===== src/rtl/adam_rst_seq_pkg.sv =====
// adam_rst_seq_pkg
// Shared types for the board-level reset sequencer:
//   state_e : sequencer FSM states
//   cause_e : encoding of rst_cause_o (cause of the last reset)
//   max3    : helper used to size the shared phase counter
package adam_rst_seq_pkg;

  typedef enum logic [2:0] {
    ST_ASSERT   = 3'd0,
    ST_DEBOUNCE = 3'd1,
    ST_HOLD     = 3'd2,
    ST_RUN      = 3'd3,
    ST_SOFT     = 3'd4
  } state_e;

  typedef enum logic [1:0] {
    CAUSE_NONE = 2'd0,
    CAUSE_EXT  = 2'd1,
    CAUSE_SOFT = 2'd2,
    CAUSE_LOCK = 2'd3
  } cause_e;

  function automatic int max3(input int a, input int b, input int c);
    int m;
    m = (a > b) ? a : b;
    return (m > c) ? m : c;
  endfunction

endpackage


===== src/rtl/adam_sync.sv =====
// adam_sync
// N-flop synchronizer with asynchronous active-low clear.
//   clk   : destination clock
//   clr_n : asynchronous clear, active-low (forces the whole chain to 0)
//   d     : asynchronous input
//   q     : synchronized output (last stage of the chain)
module adam_sync #(
  parameter int N = 2
) (
  input  logic clk,
  input  logic clr_n,
  input  logic d,
  output logic q
);

  logic [N-1:0] chain;

  always_ff @(posedge clk or negedge clr_n) begin
    if (!clr_n) begin
      chain <= '0;
    end else begin
      chain <= {chain[N-2:0], d};
    end
  end

  assign q = chain[N-1];

endmodule


===== src/rtl/adam_rst_seq.sv =====
// adam_rst_seq
// Board-level reset sequencer. Asserts rst_o asynchronously when the board
// button goes low; releases it only after the button release has been
// synchronized, debounced for DEBOUNCE_CYCLES and stretched by HOLD_CYCLES.
// A soft-reset request in RUN produces a SOFT_PULSE_CYCLES phase followed
// by the normal HOLD phase. rst_cause_o reports why the last reset happened.
//
// Ports:
//   clk_i          : system clock
//   rst_ni         : board reset button, asynchronous, active-low
//   soft_rst_req_i : synchronous soft-reset request, honoured in RUN only
//   lock_i         : PLL locked, asynchronous (only with ADAM_RST_SEQ_LOCK_EN)
//   rst_o          : registered active-high reset for the downstream core
//   ready_o        : registered, high only in RUN
//   rst_cause_o    : 0=none, 1=EXT, 2=SOFT, 3=LOCK
//   state_o        : current FSM state (debug visibility)
//
// Optional feature macro: ADAM_RST_SEQ_LOCK_EN. When defined, lock_i gates
// the HOLD phase and losing lock in RUN re-enters HOLD with cause LOCK.
//
// Handshakes: this block has no valid/ready interfaces; soft_rst_req_i is a
// level sampled on each clk_i edge while in RUN, never queued elsewhere.
module adam_rst_seq
  import adam_rst_seq_pkg::*;
#(
  parameter int SYNC_STAGES       = 2,
  parameter int DEBOUNCE_CYCLES   = 1000,
  parameter int HOLD_CYCLES       = 16,
  parameter int SOFT_PULSE_CYCLES = 8
) (
  input  logic       clk_i,
  input  logic       rst_ni,
  input  logic       soft_rst_req_i,
`ifdef ADAM_RST_SEQ_LOCK_EN
  input  logic       lock_i,
`endif
  output logic       rst_o,
  output logic       ready_o,
  output logic [1:0] rst_cause_o,
  output state_e     state_o
);

  localparam int CNT_W = $clog2(max3(DEBOUNCE_CYCLES, HOLD_CYCLES, SOFT_PULSE_CYCLES) + 1);
  localparam logic [CNT_W-1:0] DEB_LAST  = CNT_W'(DEBOUNCE_CYCLES - 1);
  localparam logic [CNT_W-1:0] HOLD_LAST = CNT_W'(HOLD_CYCLES - 1);
  localparam logic [CNT_W-1:0] SOFT_LAST = CNT_W'(SOFT_PULSE_CYCLES - 1);

  state_e           state_q, state_d;
  logic [CNT_W-1:0] cnt_q, cnt_d;
  cause_e           cause_q, cause_d;
  logic             rst_q, rst_d;
  logic             ready_q, ready_d;
  logic             sync_q;
  logic             lock_ok;

  // Release synchronizer: the chain fills with ones after rst_ni rises and
  // is cleared asynchronously by any low glitch on rst_ni.
  adam_sync #(.N(SYNC_STAGES)) u_rst_sync (
    .clk   (clk_i),
    .clr_n (rst_ni),
    .d     (1'b1),
    .q     (sync_q)
  );

`ifdef ADAM_RST_SEQ_LOCK_EN
  logic lock_q;

  adam_sync #(.N(SYNC_STAGES)) u_lock_sync (
    .clk   (clk_i),
    .clr_n (rst_ni),
    .d     (lock_i),
    .q     (lock_q)
  );

  assign lock_ok = lock_q;
`else
  assign lock_ok = 1'b1;
`endif

  // Counters saturate instead of wrapping.
  function automatic logic [CNT_W-1:0] sat_inc(input logic [CNT_W-1:0] v);
    return (v == {CNT_W{1'b1}}) ? v : v + 1'b1;
  endfunction

  // State register (plus phase counter and registered outputs).
  always_ff @(posedge clk_i or negedge rst_ni) begin
    if (!rst_ni) begin
      state_q <= ST_ASSERT;
      cnt_q   <= '0;
      cause_q <= CAUSE_EXT;
      rst_q   <= 1'b1;
      ready_q <= 1'b0;
    end else begin
      state_q <= state_d;
      cnt_q   <= cnt_d;
      cause_q <= cause_d;
      rst_q   <= rst_d;
      ready_q <= ready_d;
    end
  end

  // Next-state and counter logic.
  always_comb begin
    state_d = state_q;
    cnt_d   = cnt_q;
    unique case (state_q)
      ST_ASSERT: begin
        cnt_d = '0;
        if (sync_q) state_d = ST_DEBOUNCE;
      end
      ST_DEBOUNCE: begin
        if (cnt_q == DEB_LAST) begin
          state_d = ST_HOLD;
          cnt_d   = '0;
        end else begin
          cnt_d = sat_inc(cnt_q);
        end
      end
      ST_HOLD: begin
        // Without lock the counter freezes at its current value.
        if (lock_ok) begin
          if (cnt_q == HOLD_LAST) begin
            state_d = ST_RUN;
            cnt_d   = '0;
          end else begin
            cnt_d = sat_inc(cnt_q);
          end
        end
      end
      ST_RUN: begin
        cnt_d = '0;
        if (!lock_ok) begin
          state_d = ST_HOLD;
        end else if (soft_rst_req_i) begin
          state_d = ST_SOFT;
        end
      end
      ST_SOFT: begin
        if (cnt_q == SOFT_LAST) begin
          state_d = ST_HOLD;
          cnt_d   = '0;
        end else begin
          cnt_d = sat_inc(cnt_q);
        end
      end
      default: begin
        state_d = ST_ASSERT;
        cnt_d   = '0;
      end
    endcase
  end

  // Output logic: outputs are decoded from the next state and registered,
  // so rst_o/ready_o change on the same edge as the state and never glitch.
  always_comb begin
    rst_d   = (state_d != ST_RUN);
    ready_d = (state_d == ST_RUN);
    cause_d = cause_q;
    if (state_q == ST_RUN && state_d == ST_SOFT) cause_d = CAUSE_SOFT;
    if (state_q == ST_RUN && state_d == ST_HOLD) cause_d = CAUSE_LOCK;
  end

  assign rst_o       = rst_q;
  assign ready_o     = ready_q;
  assign rst_cause_o = cause_q;
  assign state_o     = state_q;

endmodule


===== config.mk =====
export PLATFORM = sky130hd
export DESIGN_NAME = adam_rst_seq
export DESIGN_NICKNAME = d
export VERILOG_FILES = /design/src/rtl/adam_rst_seq_pkg.sv /design/src/rtl/adam_sync.sv /design/src/rtl/adam_rst_seq.sv
export SDC_FILE = /design/constraint.sdc
export NUM_CORES = 1
export LEC_CHECK = 0
export CORE_MARGIN = 4
export CORE_UTILIZATION = 50
export CTS_CLUSTER_SIZE = 16
export DETAILED_ROUTE_END_ITERATION = 8
export MAX_ROUTING_LAYER = met4
export PLACE_DENSITY = 0.73
export SETUP_SLACK_MARGIN = 0.15
export SYNTH_ARGS = -nofsm -noshare
export SYNTH_HDL_FRONTEND = slang
export SYNTH_SLANG_ARGS = --single-unit

===== constraint.sdc =====
create_clock -name clk_i -period 2.1 [get_ports clk_i]
set_input_delay 0.42 -clock clk_i [delete_from_list [all_inputs] [get_ports clk_i]]
set_output_delay 0.42 -clock clk_i [all_outputs]
set_load 0.005 [all_outputs]

==> results of run 1 <==
==> area by class of cell <==
class	instances	share of cell area, %
clock buffers	3	1.83
clock inverters	1	0.407
inverters	4	1.22
multi-input cells	77	42.6
flip-flops and latches	19	39.0
well taps	27	2.74
repair buffers	17	12.2
==> critical path, stage by stage, from the launching register on <==
cell,delay [ns]
dfrtp_2,0.47
or4_4,0.54
or3_4,0.36
a21oi_4,0.19
buf_4,0.17
a2bb2oi_1,0.07
==> sequential cells by signal, summed over array words and instances (netlist names) <==
register and flops:
rst_o 1, ready_o 1, rst_cause_o 2, state_o 3, u_rst_sync.chain 2, cnt_q 10
==> synth_stat cells, drive strengths merged, types with 2 or more instances <==
cell / count
nand3b: 2
nor3: 3
xor2: 2
a221oi: 2
nor4: 4
nand4: 3
a21oi: 6
nor2: 10
dfstp: 2
inv: 4
a211oi: 5
dfrtp: 17
nor3b: 4
nand2: 7
or3: 2
mux2i: 2
a31oi: 2
nand3: 2
or3b: 2
buf: 3
or2: 2
nand2b: 3
==> kinds of logic (layout without fill, tap and decap cells) <==
family	count (synthesis)	in the layout	synth area share (%)
DFF	19	19	46.3
xor gates and xnor gates	2	2	1.70
buffers and inverters	7	25	3.51
and+or+nand+nor	50	50	28.6
other	1	1	0.363
adders and majority gates	1	1	1.21
muxes	2	2	1.94
AOI/OAI and AO/OA	21	21	16.4
==> cells in the final DEF (no fill, tap or decap), types with 3 or more instances in the layout <==
cell type | Yosys | layout
inv_1 | 4 | 4
nor3b_1 | 4 | 4
dfrtp_1 | 17 | 15
clkbuf_4 | 0 | 3
nand2b_1 | 3 | 3
buf_4 | 0 | 8
nor3_1 | 3 | 3
a21oi_1 | 5 | 5
nand2_1 | 7 | 7
a211oi_1 | 5 | 4
nor2_1 | 10 | 10
nand4_1 | 3 | 3
nor4_1 | 4 | 4
clkdlybuf4s50_1 | 0 | 9
==> power groups by stage <==
| stage | Combinational [uW] | Clock [uW] | Sequential [uW] |
|---|---|---|---|
| 3_5_place_dp | 429 | 0 | 550 |
| 4_1_cts | 431 | 191 | 543 |
| 3_3_place_gp | 413 | 0 | 540 |
| 2_1_floorplan | 363 | 0 | 506 |
| 5_1_grt | 519 | 206 | 567 |
| 6_report | 464 | 184 | 547 |
==> through the flow <==
step | hold slack [ns] | cells | power (uW) | instance area [um2]
final | 0.371 | 148 | 1190 | 1230
after global routing | 0.393 | 148 | 1290 | 1230
after CTS | 0.373 | 145 | 1160 | 1200
after detailed placement | 0.348 | 141 | 979 | 1170
after global placement | 0.334 | 141 | 953 | 1170
after floorplan | 0.124 | 103 | 869 | 1030
==> how the worst min path moves through the flow <==
stage	start	to	slack, ns	depth (start not counted)
global route	u_rst_sync.chain[0]$_DFF_PN0_	u_rst_sync.chain[1]$_DFF_PN0_	0.39	0
floorplan	rst_ni	cnt_q[0]$_DFF_PN0_	0.12	0
CTS	u_rst_sync.chain[0]$_DFF_PN0_	u_rst_sync.chain[1]$_DFF_PN0_	0.37	0
finish	u_rst_sync.chain[0]$_DFF_PN0_	u_rst_sync.chain[1]$_DFF_PN0_	0.37	0
detailed placement	u_rst_sync.chain[0]$_DFF_PN0_	u_rst_sync.chain[1]$_DFF_PN0_	0.35	0
global placement	u_rst_sync.chain[0]$_DFF_PN0_	u_rst_sync.chain[1]$_DFF_PN0_	0.33	0
==> per-layer routing <==
layer | part of all wire, % | vias up | GRT usage (%) | routed length (um)
met4 | 0.95 | 0 | 5.11 | 20
met5 | 0 | - | - | 0
met3 | 3.9 | 3 | 3.38 | 83
li1 | - | 415 | - | -
met1 | 46 | 434 | 24.0 | 966
met2 | 49 | 21 | 28.4 | 1040
==> what timing repair did <==
action,in CTS,in global routing
buffers inserted,0,3
hold buffers,0,0
endpoints found under the setup margin,0,13
gates resized for setup,0,4
==> impl_results.md, run 1 <==
- Clock buffer depth: 2
- Die footprint: 0.00286 mm2
- Layout cells sized above 1: 21.5%
- Fillers: 168
- Fmax: 522 MHz
- Drc violations: 0
- Net Sw Frac: 38.5%
- EDFF count, synth: 0
- Final Hold Viols: 0
- Worst Slack Setup Final: 0.186 ns
- WL/cell: 14.3 um
- R2r startpoint: cnt_q[5]$_DFF_PN0_
- Sw Pwr: 459 uW
- Seq cells post-synth: 19
- Placement Setup Slack: 0.175 ns
- Synth area leader: dfrtp_1
- Share of the synthesized area in the top cell type: 41.2%
- Core region area: 0.00196 mm2
- Main flop type after synthesis: dfrtp_1
- Count of final max-slew check failures: 0
- Initial antenna violation count: 0
- Cell Rows: 16
- P_int: 735 uW
- Clk slew on worst S/H paths: 0.11 ns
- Drt total wl: 2.11 mm
- Final worst path period share: 91.2%
- R2R Path End: cnt_q[7]$_DFF_PN0_
- Die width: 53.4 um
- Count of cell types in the netlist: 40
- Clock latency on the worst-skew pair: 0.30 ns
- Sequential-to-total area share from yosys stat: 46.3%
- # diodes: 0
- Number of vias per cell: 5.90
- Post-route ant nets: 0
- Mapped Nets: 107
- Sequential power share: 45.7%
- Overall Global Routing Usage: 18.2%
- Gp weighted congestion: 0.893
- Htree depth: 1
- Sequential Area: 480 um2
- CP max FO: 6
- Synthesized area: 0.00103 mm2
- RSZ-0062 raised after global routing: yes
- Syn avg cell area: 10.0 um2
- CTS Root Cell: clkbuf_4
- Finished Core Util: 62.8%
- Mapped Cells: 103
- PortBufs: 9
- Worst path required time: 2.28 ns
- Grt ovf: 0
- Pwr dens: 970 mW/mm2
- Clk pwr share: 15.4%
- Largest net degree at the start of global routing: 12
- Maxcap violations: 0
- Clock Skew: 0.00310 ns
- Effective utilization at floorplan: 52.6%
- Warnings from Yosys: 0
- Final setup viols: 0
- I/O pin cnt: 10
- Flop2flop setup slack: 0.19 ns
- Worst EP arrival: 2.10 ns
- Nets: 126
- Num CTS Buffers: 3
- Largest cells by area after synthesis: dfrtp_1, dfstp_2, a211oi_1
- Tmin final: 1.91 ns
- Status: complete, no violations
- CP Launch Type: flip-flop
- Vias: 873
- Logic pwr share: 38.9%
- Fraction of registers with async set/reset: 100%
- Crit end category: flip-flop
- Setup CP Type: flip-flop to flip-flop
- Reg2Reg Depth: 5
- Min-Delay Path Class: flip-flop to flip-flop
- CTS tree: built
- Final setup TNS: 0 ns
- Max IR drop VDD: 0.557 mV
- First-pass GRT wire length: 3.67 mm
- Die height: 53.4 um
- Detailed placement HPWL: 1.54 mm
- Worst setup endpoint: cnt_q[7]$_DFF_PN0_
- Area grow syn2layout: 19.3%
- Beginning of the critical path: cnt_q[5]$_DFF_PN0_
- Leakage power: 0.000529 uW
- First-pass iteration count of the detailed router: 6
- Clk sinks: 19
- Vias in the first global route: 811
- Initial DRC count: 10
- Area used by multi-input combinational logic: 524 um2
No activity file was read; power rests on OpenSTA's default activity.
==> run 2: changes to the inputs <==
--- a/config.mk
+++ b/config.mk
@@ -6,11 +6,11 @@
 export NUM_CORES = 1
 export LEC_CHECK = 0
 export CORE_MARGIN = 4
-export CORE_UTILIZATION = 50
+export CORE_UTILIZATION = 55
 export CTS_CLUSTER_SIZE = 16
 export DETAILED_ROUTE_END_ITERATION = 8
 export MAX_ROUTING_LAYER = met4
-export PLACE_DENSITY = 0.73
+export PLACE_DENSITY = 0.79
 export SETUP_SLACK_MARGIN = 0.15
 export SYNTH_ARGS = -nofsm -noshare
 export SYNTH_HDL_FRONTEND = slang
==> constraint.sdc (replaced) <==
create_clock -name clk_i -period 2.1 [get_ports clk_i]
set_input_delay 0.42 -clock clk_i [delete_from_list [all_inputs] [get_ports clk_i]]
set_output_delay 0.42 -clock clk_i [all_outputs]
set_load 0.1 [all_outputs]
==> impl_results.md, run 2 (same netlist as run 1, synthesis figures left out) <==
- Status: complete, no violations
- Tmin final: 1.88 ns
- Finished Core Util: 69.2%
- Count of final max-slew check failures: 0
- Final setup viols: 0
- Most common cell after layout, fill and taps aside: dfrtp_1
- Area grow syn2layout: 17.1%
- Overall Power: 1200 uW
- Initial DRC count: 16
- Flop2flop setup slack: 0.22 ns
- Crit path cell chain: or4_4, or3_4, a21oi_4, buf_12, a211oi_1
- Die height: 51.3 um
- CP Launch Type: flip-flop
- Delay-heaviest family, CP: simple AND/OR/NAND/NOR gates
- Min-Delay Path Class: flip-flop to flip-flop
- Beginning of the critical path: cnt_q[5]$_DFF_PN0_
- Maxcap violations: 0
- Detailed placement HPWL: 1.43 mm
- Fillers: 135
- Commonest cells after routing, fill and taps aside: dfrtp_1, buf_4, nor2_1
- Core region area: 0.00175 mm2
- Clock latency on the worst-skew pair: 0.31 ns
- Die width: 51.3 um
- Clk sinks: 19
- WL/cell: 14.9 um
- PortBufs: 9
- Clock Skew: 0.00666 ns
- Max FFs per register: 10
- I/O pin cnt: 10
- Num CTS Buffers: 3
- Number of vias per cell: 5.71
- Vias: 816
- Effective utilization at floorplan: 59.1%
- Post-route ant nets: 0
- Clk slew on worst S/H paths: 0.11 ns
- Die footprint: 0.00263 mm2
- Pwr dens: 993 mW/mm2
- Cell Rows: 15
- Critical-path top delay cell: or4_4
- # diodes: 0
- Cts hold-fix bufs: 0
- Reg with most FFs: cnt_q
- R2r startpoint: cnt_q[5]$_DFF_PN0_
- Initial antenna violation count: 0
- Fmax: 531 MHz
- RSZ-0062 raised after global routing: no
- CP peak stage delay: 0.54 ns
- First-pass iteration count of the detailed router: 4
- Leakage power: 0.000525 uW
- Setup CP Type: flip-flop to flip-flop
- Area used by multi-input combinational logic: 524 um2
- Worst path bufs/invs: 1
- Final Hold Viols: 0
- CTS tree: built
- Nets: 123
- Layout cells sized above 1: 27.1%
- Clock buffer depth: 2
- R2R Path End: cnt_q[6]$_DFF_PN0_
- Worst path required time: 2.29 ns
- Gp weighted congestion: 0.831
- Final worst path period share: 89.7%
- Crit path depth: 5
- Final setup TNS: 0 ns
- Worst setup endpoint: cnt_q[6]$_DFF_PN0_
- Htree depth: 1
- Drt total wl: 2.13 mm
- CTS Root Cell: clkbuf_4
- Vias in the first global route: 786
- Max IR drop VDD: 0.675 mV
- Worst EP arrival: 2.07 ns
- Crit end category: flip-flop
- Overall Global Routing Usage: 19.6%
- Grt ovf: 0
- First-pass GRT wire length: 3.68 mm
- Sequential Area: 488 um2
- Drc violations: 0
- CP max FO: 10
- Largest net degree at the start of global routing: 20
- Reg2Reg Depth: 5
[run 2: cell count changes in the layout (fill, tap and decap cells not counted), sizes merged]
cell | before | now
clkdlybuf4s50 | 9 | 2
buf | 8 | 12
[run 2: worst register-to-register path, stage by stage (launching register included)]
cell and delay, ns:
dfrtp_2 0.46, or4_4 0.54, or3_4 0.37, a21oi_4 0.18, buf_12 0.15, a211oi_1 0.07
[run 2: area by class of cell]
type                    instances  area share [%]
well taps                      25            2.59
repair buffers                 14            10.1
multi-input cells              77            43.4
inverters                       4            1.24
clock buffers                   3            1.86
flip-flops and latches         19            40.4
clock inverters                 1           0.414
[run 2: report_power, final]
group | switching, uW | internal, uW
logic | 233 | 209
registers | 120 | 446
clock network | 121 | 71.1
total | 474 | 726
[run 2: through the flow]
stage / cells / setup WS, ns / hold slack (ns) / instance area [um2]
6_report: 143 / 0.216 / 0.359 / 1210
5_1_grt: 143 / 0.147 / 0.382 / 1210
4_1_cts: 143 / 0.175 / 0.362 / 1200
3_5_place_dp: 138 / 0.164 / 0.336 / 1150
3_3_place_gp: 138 / 0.222 / 0.335 / 1150
2_1_floorplan: 103 / 0.153 / 0.124 / 1040
[run 2: timing repair]
action                     in CTS  in global routing
pin swaps                       1                  2
resized for setup               0                  3
setup buffers                   1                  0
setup endpoints to repair       1                 13
[run 2: worst min-delay path by stage]
stage / startpoint / end / slack, ns / cells past startpoint
after CTS: u_rst_sync.chain[0]$_DFF_PN0_ / u_rst_sync.chain[1]$_DFF_PN0_ / 0.36 / 0
after floorplan: rst_ni / cnt_q[0]$_DFF_PN0_ / 0.12 / 0
after global placement: u_rst_sync.chain[0]$_DFF_PN0_ / u_rst_sync.chain[1]$_DFF_PN0_ / 0.34 / 0
after detailed placement: u_rst_sync.chain[0]$_DFF_PN0_ / u_rst_sync.chain[1]$_DFF_PN0_ / 0.34 / 0
final: u_rst_sync.chain[0]$_DFF_PN0_ / u_rst_sync.chain[1]$_DFF_PN0_ / 0.36 / 0
after global routing: u_rst_sync.chain[0]$_DFF_PN0_ / u_rst_sync.chain[1]$_DFF_PN0_ / 0.38 / 0
[run 2: layer usage]
| metal | vias to the layer above | part of all wire (%) | track usage (%) |
|---|---|---|---|
| li1 | 414 | - | - |
| met1 | 383 | 50 | 26.9 |
| met2 | 14 | 46 | 29.4 |
| met3 | 5 | 3.3 | 3.50 |
| met4 | 0 | 1.2 | 6.55 |
| met5 | - | 0 | - |
